**config.mk**
```make
export PLATFORM = sky130hd
export DESIGN_NAME = garbage_spawner
export DESIGN_NICKNAME = d
export VERILOG_FILES = /design/src/rtl/garbage_spawner.sv
export SDC_FILE = /design/constraint.sdc
export NUM_CORES = 1
export LEC_CHECK = 0
export BUFFER_PORTS_ARGS = -buffer_cell sky130_fd_sc_hd__buf_2
export CAP_MARGIN = 0
export CORE_UTILIZATION = 35
export CTS_CLUSTER_SIZE = 25
export DETAILED_ROUTE_END_ITERATION = 7
export PLACE_DENSITY = 0.5
export SLEW_MARGIN = 20
export SYNTH_ARGS = -nofsm -noshare
export SYNTH_HDL_FRONTEND = slang
export SYNTH_SLANG_ARGS = --single-unit
```
**constraint.sdc**
```tcl
create_clock -name CLOCK_50 -period 7 [get_ports CLOCK_50]
set_clock_uncertainty 0.15 [all_clocks]
set_input_delay 0 -clock CLOCK_50 [delete_from_list [all_inputs] [get_ports CLOCK_50]]
set_output_delay 0 -clock CLOCK_50 [all_outputs]
set_load 0.02 [all_outputs]
```
**src/rtl/garbage_spawner.sv**
```systemverilog
// garbage_spawner: offers a new garbage position 0-3 after a programmable delay from a request.
// Latency: valid rises SPAWN_DELAY+2 edges after the edge that samples req in IDLE.
// Backpressure: the offer (pos/valid) is held until ready=1 at a rising edge; req is ignored while busy.
// Optional feature: define GARBAGE_NO_REPEAT_EN to avoid offering the previously accepted position.
module garbage_spawner #(
  parameter int         SPAWN_DELAY = 50000000,
  parameter logic [2:0] LAST_INIT   = 3'b111
) (
  input  logic       CLOCK_50,
  input  logic       reset_n,
  input  logic [4:0] rng,
  input  logic       req,
  input  logic       ready,
  output logic [2:0] pos,
  output logic       valid,
  output logic       busy,
  output logic [7:0] spawn_count
);

  typedef enum logic [1:0] {
    IDLE  = 2'd0,
    WAIT  = 2'd1,
    PICK  = 2'd2,
    OFFER = 2'd3
  } state_t;

  localparam logic [27:0] DELAY_LD = 28'(SPAWN_DELAY);
  localparam logic [2:0]  POS_NONE = 3'b111;

  state_t      state;
  logic [27:0] delay_cnt;
  logic [2:0]  pos_r;
  logic [2:0]  last;
  logic [1:0]  pick;

  // Only the two low rng bits select a position.
  logic unused_rng;
  assign unused_rng = ^rng[4:2];

  // Candidate position for the PICK edge; optionally steps past the previous position.
  always_comb begin
    pick = rng[1:0];
`ifdef GARBAGE_NO_REPEAT_EN
    if ({1'b0, rng[1:0]} == last) begin
      pick = rng[1:0] + 2'd1;
    end
`endif
  end

`ifndef GARBAGE_NO_REPEAT_EN
  // The previous-position register only influences the pick with repeat avoidance.
  logic unused_last;
  assign unused_last = ^last;
`endif

  // Control FSM with registered valid/busy/pos so no input reaches an output combinationally.
  always_ff @(posedge CLOCK_50 or negedge reset_n) begin
    if (!reset_n) begin
      state       <= IDLE;
      delay_cnt   <= '0;
      pos_r       <= '0;
      last        <= LAST_INIT;
      spawn_count <= '0;
      valid       <= 1'b0;
      busy        <= 1'b0;
      pos         <= POS_NONE;
    end else begin
      case (state)
        IDLE: begin
          if (req) begin
            state     <= WAIT;
            delay_cnt <= DELAY_LD;
            busy      <= 1'b1;
          end
        end
        WAIT: begin
          // Counter stops at zero and is never reloaded here, so it cannot wrap.
          if (delay_cnt == '0) begin
            state <= PICK;
          end else begin
            delay_cnt <= delay_cnt - 28'd1;
          end
        end
        PICK: begin
          // rng is sampled only on this edge; later rng changes cannot move the offer.
          pos_r <= {1'b0, pick};
          pos   <= {1'b0, pick};
          valid <= 1'b1;
          state <= OFFER;
        end
        OFFER: begin
          // Acceptance always returns to IDLE; a concurrent req is seen on the next edge.
          if (ready) begin
            last        <= pos_r;
            spawn_count <= spawn_count + 8'd1;
            valid       <= 1'b0;
            busy        <= 1'b0;
            pos         <= POS_NONE;
            state       <= IDLE;
          end
        end
        default: begin
          state <= IDLE;
        end
      endcase
    end
  end

endmodule

```
---- Word level (Yosys, flattened, before mapping) ----
Index checks and enable logic that the tools add are counted.
storage, ports and cells
  register bits after elaboration ......... 43
  input bits .............................. 9
  word-level logic and storage cells ...... 38
cells by class
  $add $sub $neg .......................... 2
  eq/ne operators ......................... 7
  muxes and demuxes ....................... 13
  reductions and logical operators ........ 10
operators with widths
  cell                   count
  $mux 28                2
  $pmux 28 s2            1
  $logic_not 28->1       1
  $sub 28x1->28 const B  1
  $reduce_and 3->1       3
  $add 8x1->8 const B    1
  $ne 2x2->1 const B     4
  $pmux 2 s4             1
  $mux 2                 3
  $pmux 3 s2             1
  $reduce_bool 2->1      3
  $eq 2x2->1 const B     2
  $pmux 1 s2             2
  $reduce_and 2->1       2
  $mux 3                 1
  $eq 2x1->1 const B     1
  $logic_not 2->1        1
  $mux 1                 2

---- Logic depth before layout (Yosys ltp) ----
Gate-level depths: netlist of the first run.
  word-level depth ........................ 3
  mapped depth ............................ 9
  depth with buffers taken out ............ 7

---- Worst setup path before layout of the first run ----
No wires, ideal clock.
  path kind ............................... flip-flop to flip-flop
  from .................................... register state[1]
  to ...................................... register delay_cnt[9]
  setup time .............................. 0.078 ns
  data arrival time ....................... 2.047 ns
  path slack .............................. 4.725 ns
  cell stages (with the launch flop) ...... 9
  path through ............................ dfrtp_1 -> inv_1 -> ha_1 -> clkbuf_1 -> mux2i_1 -> clkbuf_1 -> or4_1 -> or3_1 -> a21oi_1
between the ends
  word-level cells in the longest chain between the ends .. 3
RTL lines
  element                                                                  line  RTL
  start, declared                                                          30    state_t state;
  start signal, assigned                                                   59    state <= IDLE;
  start signal, assigned                                                   71    state <= WAIT;
  start signal, assigned                                                   79    state <= PICK;
  $eq 2x1->1 / $logic_not 2->1 (equally long branches)                     68    case (state)
  $ne 2x2->1 (no source line) / $reduce_bool 2->1 (equally long branches)  -
  $reduce_and 3->1 (no source line)                                        -
  end signal, assigned                                                     81    delay_cnt <= delay_cnt - 28'd1;
  end, declared                                                            31    logic [27:0] delay_cnt;
Several ways; a longest one is shown, not always the timed one.
A chain may end at the register's enable or synchronous reset.

---- Worst setup path in the final report of the first run ----
  from .................................... register state[0]
  to ...................................... register delay_cnt[25]
The elaborated chain is that of the path after synthesis.

==> results of run 1 <==
==> routing by layer <==
metal / GRT usage / routed length (µm)
met1: 0.226 / 2810
met3: 0.0314 / 95
met4: 0.0500 / 69
met5: 0 / 0
met2: 0.252 / 2500
==> stage by stage <==
step	utilization	hold slack [ns]	power, mW
2_1_floorplan	-	-0.446	0.720
3_3_place_gp	0.391	0.0822	0.836
3_5_place_dp	0.391	0.0728	0.846
4_1_cts	0.414	0.289	1.05
5_1_grt	0.414	0.140	1.12
6_report	0.414	0.0864	1.03
==> repair_timing <==
action	in CTS	in global routing
hold endpoints to repair	47	0
hold buffers	5	0
buffers inserted	0	0
resized for setup	0	0
setup endpoints to repair	0	0
==> worst reg2reg max path: stages (launching register included) <==
cell	delay [ns]
dfrtp_1	0.40
inv_1	0.10
ha_1	0.39
mux2i_1	0.84
nor3_1	0.14
and4_1	0.36
a41oi_1	0.25
o21ai_1	0.09
==> cells by family after synthesis <==
kind of cell               synth area share
and+or+nand+nor                       0.306
DFF                                   0.433
adders and majority gates            0.0351
AOI/OAI and AO/OA                     0.124
xor gates and xnor gates             0.0281
buffers and inverters                0.0321
muxes                                0.0421
==> layout make-up <==
cell class,instances,area share
multi-input cells,198,0.472
flip-flops and latches,43,0.382
repair buffers,25,0.0558
well taps,96,0.0425
clock buffers,7,0.0270
clock inverters,1,0.0106
inverters,8,0.0106
==> power by group through the flow <==
stage          clock (mW)  combinational (mW)  sequential (mW)
6_report            0.192               0.430            0.406
5_1_grt             0.208               0.488            0.419
3_3_place_gp            0               0.427            0.408
3_5_place_dp            0               0.434            0.411
4_1_cts             0.200               0.438            0.407
2_1_floorplan           0               0.293            0.427
==> cells in the final DEF (no fill, tap or decap), types with 4 or more instances in the layout <==
cell type	instances
a21oi_1	11
xnor2_1	5
nand2b_1	7
o21ai_0	11
mux2i_1	6
nor4_1	5
nor2_1	22
or4_1	7
clkbuf_8	5
dlygate4sd3_1	5
ha_1	7
dfrtp_1	40
nand4_1	5
buf_2	17
nor3_1	6
nand2_1	16
o21ai_1	7
nor4b_1	4
inv_1	8
or3_1	14
nand3_1	13
and4_1	5
==> path summary, 6_finish.rpt <==
check                                    start        endpoint  slack (ns)  depth (start not counted)
worst min register to register  spawn_count[7]  spawn_count[7]        0.31                          1
worst max register to register        state[0]   delay_cnt[25]        4.12                          7
max in group asynchronous              reset_n          pos[0]        6.24                          2
worst max-delay path                  state[0]   delay_cnt[25]        4.12                          7
worst min-delay path                   reset_n   delay_cnt[15]        0.09                          2
min in group CLOCK_50           spawn_count[7]  spawn_count[7]        0.31                          1
==> sequential cells by signal (all words and copies together) (netlist names) <==
name / count
delay_cnt: 28
spawn_count: 8
valid: 1
state: 2
pos: 3
busy: 1
==> metrics.cfg, run 1 <==
[synthesis]
syn_inst=261
ys_ff_latch=43
synthTopCellsByArea=dfrtp_1, ha_1, or3_1, nor2_1, dfstp_2
ys_types=51
synth_top_area_share=0.401
synth_largest_area_cell=dfrtp_1
synth_fp_nets=277
synth_area_mm2=0.00249
yosysMostFrequentCell=dfrtp_1
seq_area_frac_synth=0.433
synth_common_cells=dfrtp_1, nor2_1, nand2_1
synth_edf_count=0
ys_warn_count=0
synth.avg_cell_area_um2=9.55
ys.flop_type=dfrtp_1
async_flop_share=1.00

[critical_path]
critical_path_buf_inv_count=1
critPathMaxFanout=12
timing_worst_setup_path_type=reg -> reg
worst_path_largest_cell_delay_ns=0.84
cpMaxStageDelayCell=mux2i_1
worstSetupEndpointType=register
crit_family=multiplexers
crit_chain=inv_1 -> ha_1 -> mux2i_1 -> nor3_1 -> and4_1 -> a41oi_1 -> o21ai_1
crit_required_ns=6.99
crit_path_start_kind=register
crit_arrival_ns=2.87

[die]
initial_core_util=0.365
die_h_um=86.4
boundaryPins=22
die_w_um=86.4
dieArea_mm2=0.00747
core_area_mm2=0.00683
row_count=30

[placement]
gp_congestion=0.722
placed_cells=365
place_ws_ns=4.09
port_buffers=18
dp_hpwl_um=3860
post_dp_cell_area_mm2=0.00267

[route]
wl_per_cell_um=14.5
first_iter_violations=89
dr.pass1.iters=4
drc=0
antenna_left=0
drt-total-wl_um=5480
viasPerCell=5.27
dr_total_vias=1992

[grt]
grt_pass1_vias=1947
grt_overflow=0
grt_pass1_wl_um=9400
antenna_found_initial=0
grt_usage=0.161
grt_max_degree=44

[cells_and_area]
diodes=0
fin_cells=378
fill_cells=718
area_growth_pct=13.4
regArea_mm2=0.00108
multi_input_area_mm2=0.00133
drive_above_1_share=0.152
nets=297
design_area_mm2=0.00283

[job]
cap_violations=0

[clocking]
cts-htree-levels=2
clkSlewWorstSetupHoldPaths_ns=0.08
tritoncts=yes
clk_path_buf_depth=2
cts-buffers-inserted=5
root_buffer=clkbuf_8
clock_latency_ns=0.30
numClockSinks=43

[timing]
rsz0062_at_grt=false
fmax_mhz=348
setup_viol=0
fin_ws_ns=4.12
tns_ns=0
drv_slew=0
hold_viol_final=0
final.min_clock_period_ns=2.88
period_share=0.411
tightest_slew_ns=0.940
max_slew_margin=0.355

[outcome]
status=complete, no violations

[pwr]
swShare=0.405
seqPwrFrac=0.395
switching_power_uw=416
leakagePower_nw=1.12
cellPowerDensity_mw_per_mm2=364
clockPowerShare=0.187
peakVddDrop_mv=0.203
p_int_uw=613
combinationalPowerShare=0.418

[worst_hold_path]
hold_class=in -> async

Power figures use the tool's default switching activity.
==> run 2, diff against run 1 <==
--- a/config.mk
+++ b/config.mk
@@ -5,12 +5,13 @@
 export SDC_FILE = /design/constraint.sdc
 export NUM_CORES = 1
 export LEC_CHECK = 0
+export ABC_AREA = 1
 export BUFFER_PORTS_ARGS = -buffer_cell sky130_fd_sc_hd__buf_2
 export CAP_MARGIN = 0
 export CORE_UTILIZATION = 35
 export CTS_CLUSTER_SIZE = 25
 export DETAILED_ROUTE_END_ITERATION = 7
-export PLACE_DENSITY = 0.5
+export PLACE_DENSITY = 0.51
 export SLEW_MARGIN = 20
 export SYNTH_ARGS = -nofsm -noshare
 export SYNTH_HDL_FRONTEND = slang
==> constraint.sdc (replaced) <==
create_clock -name CLOCK_50 -period 2.6 [get_ports CLOCK_50]
set_clock_uncertainty 0.15 [all_clocks]
set_input_delay 0 -clock CLOCK_50 [delete_from_list [all_inputs] [get_ports CLOCK_50]]
set_output_delay 0 -clock CLOCK_50 [all_outputs]
set_load 0.02 [all_outputs]
==> run 2 against run 1 <==
Sequential power grew to 3.1 times the previous value. Synthesized cell count grew 50%. Non-clock buffer count is 1 lower. Critical endpoint is now delay_cnt[19]. Largest power group unchanged. Highest routed layer unchanged.
==> metrics.cfg, run 2 <==
[outcome]
status=complete, no violations

[synthesis]
synth_edf_count=0
synth_area_mm2=0.00273
ys.flop_type=dfrtp_1
synth_fp_nets=408
synthTopCellsByArea=dfrtp_1, nand2_1, nor2_1, nand3_1, inv_1
seq_area_frac_synth=0.395
synth_common_cells=nand2_1, nor2_1, dfrtp_1, inv_1, nand3_1
yosysMostFrequentCell=nand2_1
async_flop_share=1.00
syn_inst=392
synth_top_area_share=0.366
ys_types=28
ys_ff_latch=43
synth.avg_cell_area_um2=6.97
ys_warn_count=0
synth_largest_area_cell=dfrtp_1

[clocking]
clkSlewWorstSetupHoldPaths_ns=0.09
cts-htree-levels=2
numClockSinks=43
cts-buffers-inserted=5
clock_latency_ns=0.31
clk_path_buf_depth=2
cts_resized=0
root_buffer=clkbuf_8
tritoncts=yes

[pwr]
swShare=0.502
cellPowerDensity_mw_per_mm2=1280
leakagePower_nw=1.50
peakVddDrop_mv=0.648
seqPwrFrac=0.319
combinationalPowerShare=0.537
p_int_mw=1.95
clockPowerShare=0.144
switching_power_mw=1.97

[critical_path]
crit_path_start_kind=register
ff2ff_path_depth=10
r2r_start=delay_cnt[0]
critPathLaunch=delay_cnt[0]
reg2reg_to=delay_cnt[19]
ff2ff_setup_slack_ns=0.49
critPathMaxFanout=53
timing_worst_setup_path_type=reg -> reg
crit_arrival_ns=2.18
worstSetupEndpointType=register
crit_required_ns=2.67

[cells_and_area]
layout_common_cells=nand2_1, nor2_1, inv_1, dfrtp_1, nand3_1
reg_top3=delay_cnt (28), spawn_count (8), pos (3)
diodes=0
multi_input_area_mm2=0.00143
regArea_mm2=0.00108
top_register=delay_cnt
drive_above_1_share=0.115
fill_cells=794
design_area_mm2=0.00305
area_growth_pct=11.8
final_common_cell=nand2_1
fin_util=0.412
nets=431
largest_reg_flops=28

[die]
boundaryPins=22
die_w_um=90.3
core_area_mm2=0.00741
initial_core_util=0.369
dieArea_mm2=0.00816
row_count=31
die_h_um=90.3

[timing]
tns_ns=0
tightest_slew_ns=0.578
fmax_mhz=474
final.min_clock_period_ns=2.11
setup_viol=0
hold_viol_final=0
fin_hold_ws_ns=0.0774
period_share=0.811
rsz0062_at_grt=false
drv_slew=0
max_slew_margin=0.615

[worst_hold_path]
hold_class=in -> async

[route]
antenna_left=0
first_iter_violations=74
dr.pass1.iters=4
dr_total_vias=2438
wl_per_cell_um=12.1
viasPerCell=4.73
drt-total-wl_um=6220
drc=0

[grt]
grt_pass1_vias=2318
grt_max_degree=54
top_usage_layer=met2
grtUsageMet1=0.219
grt_use_met3=0.0278
grt_overflow=0
grt_usage=0.166
antenna_found_initial=0
grt_pass1_wl_um=10900
grt.met2_usage=0.279

[placement]
gp_congestion=0.841
post_dp_cell_area_mm2=0.00288
dp_hpwl_um=4460
port_buffers=18

[job]
cap_violations=0

run 2: cell families after synthesis:
| family | Yosys count | share of synthesized area |
|---|---|---|
| buf+inv | 50 | 0.0829 |
| fa+ha+maj | 7 | 0.0321 |
| compound gates | 36 | 0.0696 |
| xor+xnor | 8 | 0.0257 |
| flops | 43 | 0.395 |
| simple gates | 248 | 0.394 |
run 2: how the worst max path moves through the flow:
stage,end,cells past startpoint
final,delay_cnt[19],10
after global routing,delay_cnt[16],7
after CTS,delay_cnt[12],10
after detailed placement,delay_cnt[2],10
after global placement,delay_cnt[19],6
after floorplan,delay_cnt[16],8
run 2: power groups by stage:
stage	clock, mW	combinational [mW]	sequential, mW
final	0.565	2.10	1.25
after global routing	0.615	2.42	1.29
after CTS	0.575	2.12	1.25
after detailed placement	0	2.11	1.26
after global placement	0	2.07	1.25
after floorplan	0	1.70	1.26
run 2: critical path, stage by stage (launching register included):
cell     delay, ns
dfrtp_1       0.40
inv_1         0.15
ha_1          0.17
inv_1         0.04
nor2_1        0.13
nand2_1       0.08
nor2_2        0.17
nand3_2       0.11
nand3_4       0.40
nand2_1       0.10
o21ai_1       0.10
run 2: layout make-up:
type,instances,area share
clock inverter,2,0.0115
inverter,42,0.0516
multi-input combinational,299,0.467
timing repair buffer,24,0.0492
tap,99,0.0406
sequential,43,0.354
clock buffer,6,0.0270
run 2: per-stage QoR:
step | cells | total power, mW | setup slack, ns
2_1_floorplan | 392 | 2.96 | 0.911
3_3_place_gp | 502 | 3.32 | 0.525
3_5_place_dp | 502 | 3.37 | 0.504
4_1_cts | 515 | 3.94 | 0.487
5_1_grt | 515 | 4.33 | 0.234
6_report | 515 | 3.91 | 0.492
run 2: layer usage:
metal  vias up  wire [µm]
met2        31       2830
met4         0         85
met5         -          0
met1      1115       3150
li1       1284          -
met3         8        159
run 2: repair_timing:
item                      in CTS  in global routing
buffers inserted               0                  0
hold endpoints to repair      49                  0
hold buffers                   5                  0
